[config.mk]
export PLATFORM = sky130hd
export DESIGN_NAME = ws2812_rx
export DESIGN_NICKNAME = d
export VERILOG_FILES = /design/src/rtl/ws2812_rx.sv
export SDC_FILE = /design/constraint.sdc
export NUM_CORES = 1
export LEC_CHECK = 0
export ABC_AREA = 1
export CAP_MARGIN = 20
export CELL_PAD_IN_SITES_DETAIL_PLACEMENT = 0
export CELL_PAD_IN_SITES_GLOBAL_PLACEMENT = 1
export CORE_ASPECT_RATIO = 1.1
export CORE_MARGIN = 1
export CORE_UTILIZATION = 42
export CTS_BUF_LIST = sky130_fd_sc_hd__clkbuf_4 sky130_fd_sc_hd__clkbuf_8
export DETAILED_ROUTE_END_ITERATION = 8
export PLACE_DENSITY_LB_ADDON = 0.25
export SYNTH_ARGS = -nofsm -noshare
export SYNTH_HDL_FRONTEND = slang
export SYNTH_SLANG_ARGS = --single-unit
export TNS_END_PERCENT = 50
[constraint.sdc]
create_clock -name clk -period 1.9 [get_ports clk]
set_clock_uncertainty 0.15 [all_clocks]
set_input_delay 0.38 -clock clk [delete_from_list [all_inputs] [get_ports clk]]
set_output_delay 0.38 -clock clk [all_outputs]
set_load 0.03 [all_outputs]
[src/rtl/ws2812_rx.sv]
// WS2812 single-wire receiver: measures high-pulse widths on the synchronized
// line, rebuilds bytes MSB-first and emits sequential frame-RAM writes.
module ws2812_rx #(
  parameter int unsigned BIT_THRESH   = 10,
  parameter int unsigned MIN_HIGH     = 2,
  parameter int unsigned MAX_HIGH     = 40,
  parameter int unsigned LATCH_CYCLES = 800,
  parameter int unsigned NUM_BYTES    = 216,
  parameter int unsigned ADDR_W       = 13
) (
  input  logic              clk,
  input  logic              rst,
  input  logic              din,
  output logic              wr_en,
  output logic [ADDR_W-1:0] wr_addr,
  output logic [7:0]        wr_data,
  output logic              frame_done,
  output logic [ADDR_W-1:0] byte_count,
  output logic              err,
  output logic              overflow
);

  // Pulse/gap counters only ever need to reach LATCH_CYCLES.
  localparam int unsigned CW = $clog2(LATCH_CYCLES + 1);

  localparam logic [CW-1:0]     ONE      = CW'(1);
  localparam logic [CW-1:0]     HMIN     = CW'(MIN_HIGH);
  localparam logic [CW-1:0]     HBIT     = CW'(BIT_THRESH);
  localparam logic [CW-1:0]     HMAX_M1  = CW'(MAX_HIGH - 1);
  localparam logic [CW-1:0]     LATCH_M1 = CW'(LATCH_CYCLES - 1);
  localparam logic [ADDR_W-1:0] NB       = ADDR_W'(NUM_BYTES);
  localparam logic [ADDR_W-1:0] A_ONE    = ADDR_W'(1);

  typedef enum logic [1:0] {S_SYNC, S_IDLE, S_HIGH, S_LOW} state_t;

  logic [1:0]        sync_reg;
  logic              din_s;
  state_t            state_reg, state_next;
  logic [CW-1:0]     hcnt_reg, hcnt_next;
  logic [CW-1:0]     lcnt_reg, lcnt_next;
  logic [2:0]        bitcnt_reg, bitcnt_next;
  logic [7:0]        sreg_reg, sreg_next;
  logic [ADDR_W-1:0] addr_reg, addr_next;
  logic              wr_en_reg, wr_en_next;
  logic [ADDR_W-1:0] wr_addr_reg, wr_addr_next;
  logic [7:0]        wr_data_reg, wr_data_next;
  logic              frame_done_reg, frame_done_next;
  logic [ADDR_W-1:0] byte_count_reg, byte_count_next;
  logic              err_reg, err_next;
  logic              overflow_reg, overflow_next;
  logic              bit_val;
  logic [7:0]        shifted;

  // Two-flop synchronizer for the asynchronous strip line.
  always_ff @(posedge clk) begin
    if (rst) sync_reg <= 2'b00;
    else     sync_reg <= {sync_reg[0], din};
  end
  assign din_s = sync_reg[1];

  // State and datapath registers; every output is registered.
  always_ff @(posedge clk) begin
    if (rst) begin
      state_reg      <= S_SYNC;
      hcnt_reg       <= '0;
      lcnt_reg       <= '0;
      bitcnt_reg     <= '0;
      sreg_reg       <= '0;
      addr_reg       <= '0;
      wr_en_reg      <= 1'b0;
      wr_addr_reg    <= '0;
      wr_data_reg    <= '0;
      frame_done_reg <= 1'b0;
      byte_count_reg <= '0;
      err_reg        <= 1'b0;
      overflow_reg   <= 1'b0;
    end else begin
      state_reg      <= state_next;
      hcnt_reg       <= hcnt_next;
      lcnt_reg       <= lcnt_next;
      bitcnt_reg     <= bitcnt_next;
      sreg_reg       <= sreg_next;
      addr_reg       <= addr_next;
      wr_en_reg      <= wr_en_next;
      wr_addr_reg    <= wr_addr_next;
      wr_data_reg    <= wr_data_next;
      frame_done_reg <= frame_done_next;
      byte_count_reg <= byte_count_next;
      err_reg        <= err_next;
      overflow_reg   <= overflow_next;
    end
  end

  // Next-state logic: pulse measurement, bit decode, byte write and frame end.
  always_comb begin
    state_next      = state_reg;
    hcnt_next       = hcnt_reg;
    lcnt_next       = lcnt_reg;
    bitcnt_next     = bitcnt_reg;
    sreg_next       = sreg_reg;
    addr_next       = addr_reg;
    wr_en_next      = 1'b0;
    wr_addr_next    = wr_addr_reg;
    wr_data_next    = wr_data_reg;
    frame_done_next = 1'b0;
    byte_count_next = byte_count_reg;
    err_next        = 1'b0;
    overflow_next   = overflow_reg;
    bit_val         = (hcnt_reg >= HBIT);
    shifted         = {sreg_reg[6:0], bit_val};

    unique case (state_reg)
      S_SYNC: begin
        // Resynchronizing: hold the frame position cleared, wait for a full latch gap.
        addr_next   = '0;
        bitcnt_next = '0;
        if (din_s) begin
          lcnt_next = '0;
        end else if (lcnt_reg >= LATCH_M1) begin
          lcnt_next  = '0;
          state_next = S_IDLE;
        end else begin
          lcnt_next = lcnt_reg + ONE;
        end
      end
      S_IDLE: begin
        if (din_s) begin
          state_next = S_HIGH;
          hcnt_next  = ONE;
        end
      end
      S_HIGH: begin
        if (din_s) begin
          if (hcnt_reg < HMAX_M1) begin
            hcnt_next = hcnt_reg + ONE;
          end else begin
            // Line stuck high: abandon the frame and wait for a clean gap.
            err_next   = 1'b1;
            lcnt_next  = '0;
            state_next = S_SYNC;
          end
        end else if (hcnt_reg < HMIN) begin
          // Glitch: too short to be a real bit.
          err_next   = 1'b1;
          lcnt_next  = '0;
          state_next = S_SYNC;
        end else begin
          sreg_next   = shifted;
          bitcnt_next = bitcnt_reg + 3'd1;
          lcnt_next   = ONE;
          state_next  = S_LOW;
          if (bitcnt_reg == 3'd7) begin
            if (addr_reg < NB) begin
              wr_en_next   = 1'b1;
              wr_data_next = shifted;
              wr_addr_next = addr_reg;
              addr_next    = addr_reg + A_ONE;
              // First byte of a new frame clears the previous frame's overflow.
              if (addr_reg == '0) overflow_next = 1'b0;
            end else begin
              overflow_next = 1'b1;
            end
          end
        end
      end
      S_LOW: begin
        if (din_s) begin
          state_next = S_HIGH;
          hcnt_next  = ONE;
        end else if (lcnt_reg >= LATCH_M1) begin
          // Latch gap: close the frame; a partial byte is discarded and flagged.
          frame_done_next = 1'b1;
          byte_count_next = addr_reg;
          err_next        = (bitcnt_reg != 3'd0);
          addr_next       = '0;
          bitcnt_next     = '0;
          lcnt_next       = '0;
          state_next      = S_IDLE;
        end else begin
          lcnt_next = lcnt_reg + ONE;
        end
      end
      default: state_next = S_SYNC;
    endcase
  end

  assign wr_en      = wr_en_reg;
  assign wr_addr    = wr_addr_reg;
  assign wr_data    = wr_data_reg;
  assign frame_done = frame_done_reg;
  assign byte_count = byte_count_reg;
  assign err        = err_reg;
  assign overflow   = overflow_reg;

endmodule
Word-level counts from Yosys, hierarchy flattened
Cells that the tools add are included.
{"block": "op_classes", "n_addsub": 4, "n_lt_le_gt_ge": 5, "n_eq_ne": 17, "mux": 41, "n_bitwise": 5, "reduce_logical": 17}
{"cell": "10-bit two-way mux", "count": 8}
{"cell": "13-bit two-way mux", "count": 6}
{"cell": "13-bit case mux with 3 select lines", "count": 1}
{"cell": "10-bit case mux with 3 select lines", "count": 1}
{"cell": "10-bit by 1-bit adder with 10-bit output (second input constant)", "count": 2}
{"cell": "2-bit != test (second input constant)", "count": 10}
{"cell": "10-bit case mux with 2 select lines", "count": 1}
{"cell": "5-bit AND reduction", "count": 3}
{"cell": "2-bit two-way mux", "count": 7}
{"cell": "13-bit by 1-bit adder with 13-bit output (second input constant)", "count": 1}
{"cell": "13-bit logical NOT", "count": 1}
{"cell": "13-bit by 8-bit < comparator with 1-bit output (second input constant)", "count": 1}
{"cell": "3-bit two-way mux", "count": 4}
{"cell": "3-bit AND reduction", "count": 4}
{"cell": "10-bit greater-or-equal comparator (second input constant)", "count": 1}
{"cell": "10-bit by 4-bit greater-or-equal comparator with 1-bit output (second input constant)", "count": 1}
{"cell": "10-bit by 2-bit < comparator with 1-bit output (second input constant)", "count": 1}
{"cell": "10-bit by 6-bit < comparator with 1-bit output (second input constant)", "count": 1}
{"cell": "1-bit two-way mux", "count": 10}
{"cell": "3-bit case mux with 3 select lines", "count": 1}
{"cell": "2-bit case mux with 4 select lines", "count": 1}
{"cell": "7-bit AND reduction", "count": 1}
{"cell": "3-bit nonzero test", "count": 2}
{"cell": "1-bit NOT", "count": 5}
{"cell": "13 further kinds", "count": 15}
{"block": "totals", "register_bits": 85, "inputBits": 3, "out_inout_bits": 38, "wordCells": 103}

Depth between registers and ports, before layout
{"block": "logic_depth", "depth_word": 6, "mapped_depth": 12, "mapped_depth_nobuf": 12}

Worst setup path before layout
No wires, ideal clock.
{"block": "synth_path", "kind": "register -> register", "from": "reg lcnt_reg[0]", "to": "reg addr_reg[5]", "t_arrival_ns": 1.410, "slack_ns": 0.208, "stages_incl_launch_ff": 13, "n_path_buf": 1, "cell_sequence": "dfxtp_1 -> ha_1 -> nand2_1 -> inv_1 -> nand2_1 -> nand2_1 -> nand2_1 -> nand3_1 -> nand2_2 -> nor2_4 -> buf_6 -> nand2_1 -> a21oi_1"}
{"block": "synth_via", "elab_chain_cells": 3}
{"item": "start, declared", "line": "40", "rtl": "logic [CW-1:0] lcnt_reg, lcnt_next;"}
{"item": "start signal, assigned", "line": "80", "rtl": "lcnt_reg <= lcnt_next;"}
{"item": "10-bit greater-or-equal comparator", "line": "170", "rtl": "end else if (lcnt_reg >= LATCH_M1) begin"}
{"item": "2-bit != test (no source line)"}
{"item": "7-bit AND reduction (no source line)"}
{"item": "end signal, assigned", "line": "83", "rtl": "addr_reg <= addr_next;"}
{"item": "end, declared", "line": "43", "rtl": "logic [ADDR_W-1:0] addr_reg, addr_next;"}
Every way passes these cells.
A chain may end at the register's enable or synchronous reset.

Worst setup path after layout
{"block": "layout_path", "from": "reg err_reg, in the netlist err", "to": "out err"}
{"item": "start, declared", "line": "49", "rtl": "logic err_reg, err_next;"}
{"item": "start signal, assigned", "line": "89", "rtl": "err_reg <= err_next;"}
{"item": "end, declared", "line": "19", "rtl": "output logic err,"}
No word-level cell between the ends.

==> results.tsv <==
stage	metric	value	unit
outcome	status	complete, no violations	
yosys	most instantiated cells after synthesis	nand2_1 (97), dfxtp_1 (85), nor2_1 (72)	
global_route	Remaining Overflow, GRT	0	
place	I/O Buffers	40	
yosys	Post-Syn Nets	499	
critical_path	Critical Path End Type	primary output	
place	Post-Place Cells	634	
drt	Via Count	3160	
yosys	Post-Syn Area	3630	um2
clock_network	CTS root buffer	clkbuf_8	
drt	residual DRC count	0	
clock_network	Num CTS Buffers	9	
global_route	GRT Total Usage	18.82	%
place	RePlAce Congestion	0.7797	
sta	Slew Limit Fails	0	
floorplan	die area	9018	um2
floorplan	I/O Pins	41	
drt	Total Wirelength	8014	um
drt	Iteration-0 DRC Markers	90	
critical_path	Setup CP Type	reg -> out	
yosys	Area contributors post-synth	dfxtp_1 (47%), nand2_1 (10%), nor2_1 (7.4%)	
power_and_ir_drop	power density over cell area	685.7	nW/um2
drt	ANT nets after route	0	
clock_network	Clock Sinks	85	
global_route	initial antenna violation count	0	
floorplan	Core Box Area	8364	um2
finish	Fillers	831	
worst_hold_path	hold crit path type	reg -> reg	
yosys	Post-Syn Area per Cell	7.438	um2
yosys	register area share after synthesis	46.88	%
sta	final hold vios	0	
critical_path	Crit Path Max Fanout	1	
yosys	synthesized flop and latch total	85	
finish	Synth-to-Final Area Change	24.03	%
floorplan	Initial Util	43.40	%
global_route	largest net degree at the start of global routing	37	
yosys	Synth area leader	dfxtp_1	
sta	f_max	0.5435	GHz
drt	DRT Pass-1 Iters	4	
yosys	main flop type after synthesis	dfxtp_1	
critical_path	Arr. time, crit path	1.31	ns
power_and_ir_drop	Leak	2.138	nW
critical_path	Crit path max-delay family	buffers and inverters	
critical_path	crit-path max cell delay	0.66	ns
sta	Rel. slew slack	74.42	%
yosys	Yosys warnings	0	
sta	period utilization	96.84	%
finish	Final Core Density	53.82	%
place	HPWL after detailed placement	5675	um
finish	Total Nets Final	549	
critical_path	worst path cell trace	clkdlybuf4s50_1	
drt	vias per inst	4.847	
finish	Reg area	1709	um2
sta	final setup violation count	0	
yosys	top-count cell post-synth	nand2_1	
flow_run	total of max-cap violations	0	
clock_network	Clock Latency Late Sink	0.35	ns
clock_network	CTS tree	yes	
finish	Non-Filler Instances	652	
drt	Avg WL per Cell	12.29	um
finish	Multi-input gate area	1703	um2
critical_path	Setup crit start kind	register	
global_route	global-route wire length before repair	13610	um
yosys	synth unique cells	29	
finish	share of cells above drive strength 1	14.60	%
finish	ant diodes	0	
floorplan	Die Y	99.50	um
critical_path	slowest CP cell	clkdlybuf4s50_1	
yosys	area fraction of the dominant cell type after synthesis	46.88	%
clock_network	Max H-tree Level	3	
floorplan	Die X	90.64	um
floorplan	# rows	35	
clock_network	Reg clk slew, reported paths	0.08	ns
critical_path	Worst EP required	1.37	ns
power_and_ir_drop	Peak VDD IR	0.4218	mV
sta	shortest period the worst path allows	1.840	ns
yosys	async set or reset register ratio after synthesis	0	%
clock_network	CTS Hold Buffers Added	0	
clock_network	CTS max path bufs	2	
yosys	EDFF count, synth	0	
sta	Least-Margin Pin Slew	0.3811	ns
global_route	vias in the first global route	2939	
yosys	Cells after Synth	488	
critical_path	WP buf/inv	1	
==> path summary, 6_finish.rpt <==
| kind | to | startpoint | depth (start not counted) | slack, ns |
|---|---|---|---|---|
| max | err | err | 1 | 0.06 |
| min | sync_reg[1] | sync_reg[0] | 2 | 0.27 |
| max reg2reg | addr_reg[9] | lcnt_reg[0] | 11 | 0.12 |
| min reg2reg | sync_reg[1] | sync_reg[0] | 2 | 0.27 |
==> cells in the final DEF (no fill, tap or decap), drive strengths merged <==
master	count
nor3	12
or2	1
clkinv	4
dlygate4sd2	27
nand2	104
buf	17
nand4	5
a21oi	35
dlymetal6s2s	10
bufinv	1
dfxtp	85
clkdlybuf4s50	3
ha	8
nor3b	7
nand3b	1
xor2	5
inv	53
nand3	34
o21ai	36
o211ai	3
nor2	81
clkbuf	9
==> final cells by class <==
type	instances	area share, %
multi-input cells	332	37.83
flip-flops and latches	85	37.97
clock buffers	9	2.752
inverters	53	4.530
well taps	111	3.085
clock inverters	5	1.195
repair buffers	57	12.65
==> kinds of logic (layout without fill, tap and decap cells) <==
kind of cell	count (synthesis)	count (layout)	synth area share, %
AND/OR/NAND/NOR	245	245	30.64
flip-flops	85	85	46.88
AO/OA/AOI/OAI	74	74	10.41
buffers and inverters	71	124	8.101
adder cells (fa/ha/maj)	8	8	2.758
XOR/XNOR	5	5	1.206
==> repair_timing <==
| item | CTS | global route |
|---|---|---|
| gates resized for setup | 27 | 38 |
| buffers inserted | 0 | 4 |
| cloned | 0 | 0 |
| pin swaps | 0 | 6 |
| setup endpoints to repair | 28 | 72 |
| endpoints found under the hold margin | 0 | 0 |
==> metrics by stage <==
step,hold slack (ns),setup WS [ns],setup TNS (ns),total power [mW],instance area (um2)
after floorplan,0.2383,0.2080,0,1.880,3630
after global placement,0.2509,0.05143,0,1.908,4212
after detailed placement,0.2532,0.01414,0,1.908,4212
after CTS,0.2683,-0.005940,-0.005940,3.118,4355
after global routing,0.2943,-0.01388,-0.03720,3.208,4502
final,0.2658,0.05996,0,3.087,4502
==> power breakdown <==
part           switching (mW)  internal [mW]  total [mW]
combinational          0.0458         0.0277      0.0735
clock                   0.631          0.589        1.22
sequential            0.00656           1.79        1.79
==> routing by layer <==
metal | up-vias | track usage, % | wire [um]
li1 | 1665 | - | -
met1 | 1450 | 23.40 | 3844
met2 | 33 | 32.23 | 3868
met3 | 12 | 3.058 | 163
met4 | 0 | 8.189 | 138
met5 | - | 0 | 0
Power figures use the tool's default switching activity.
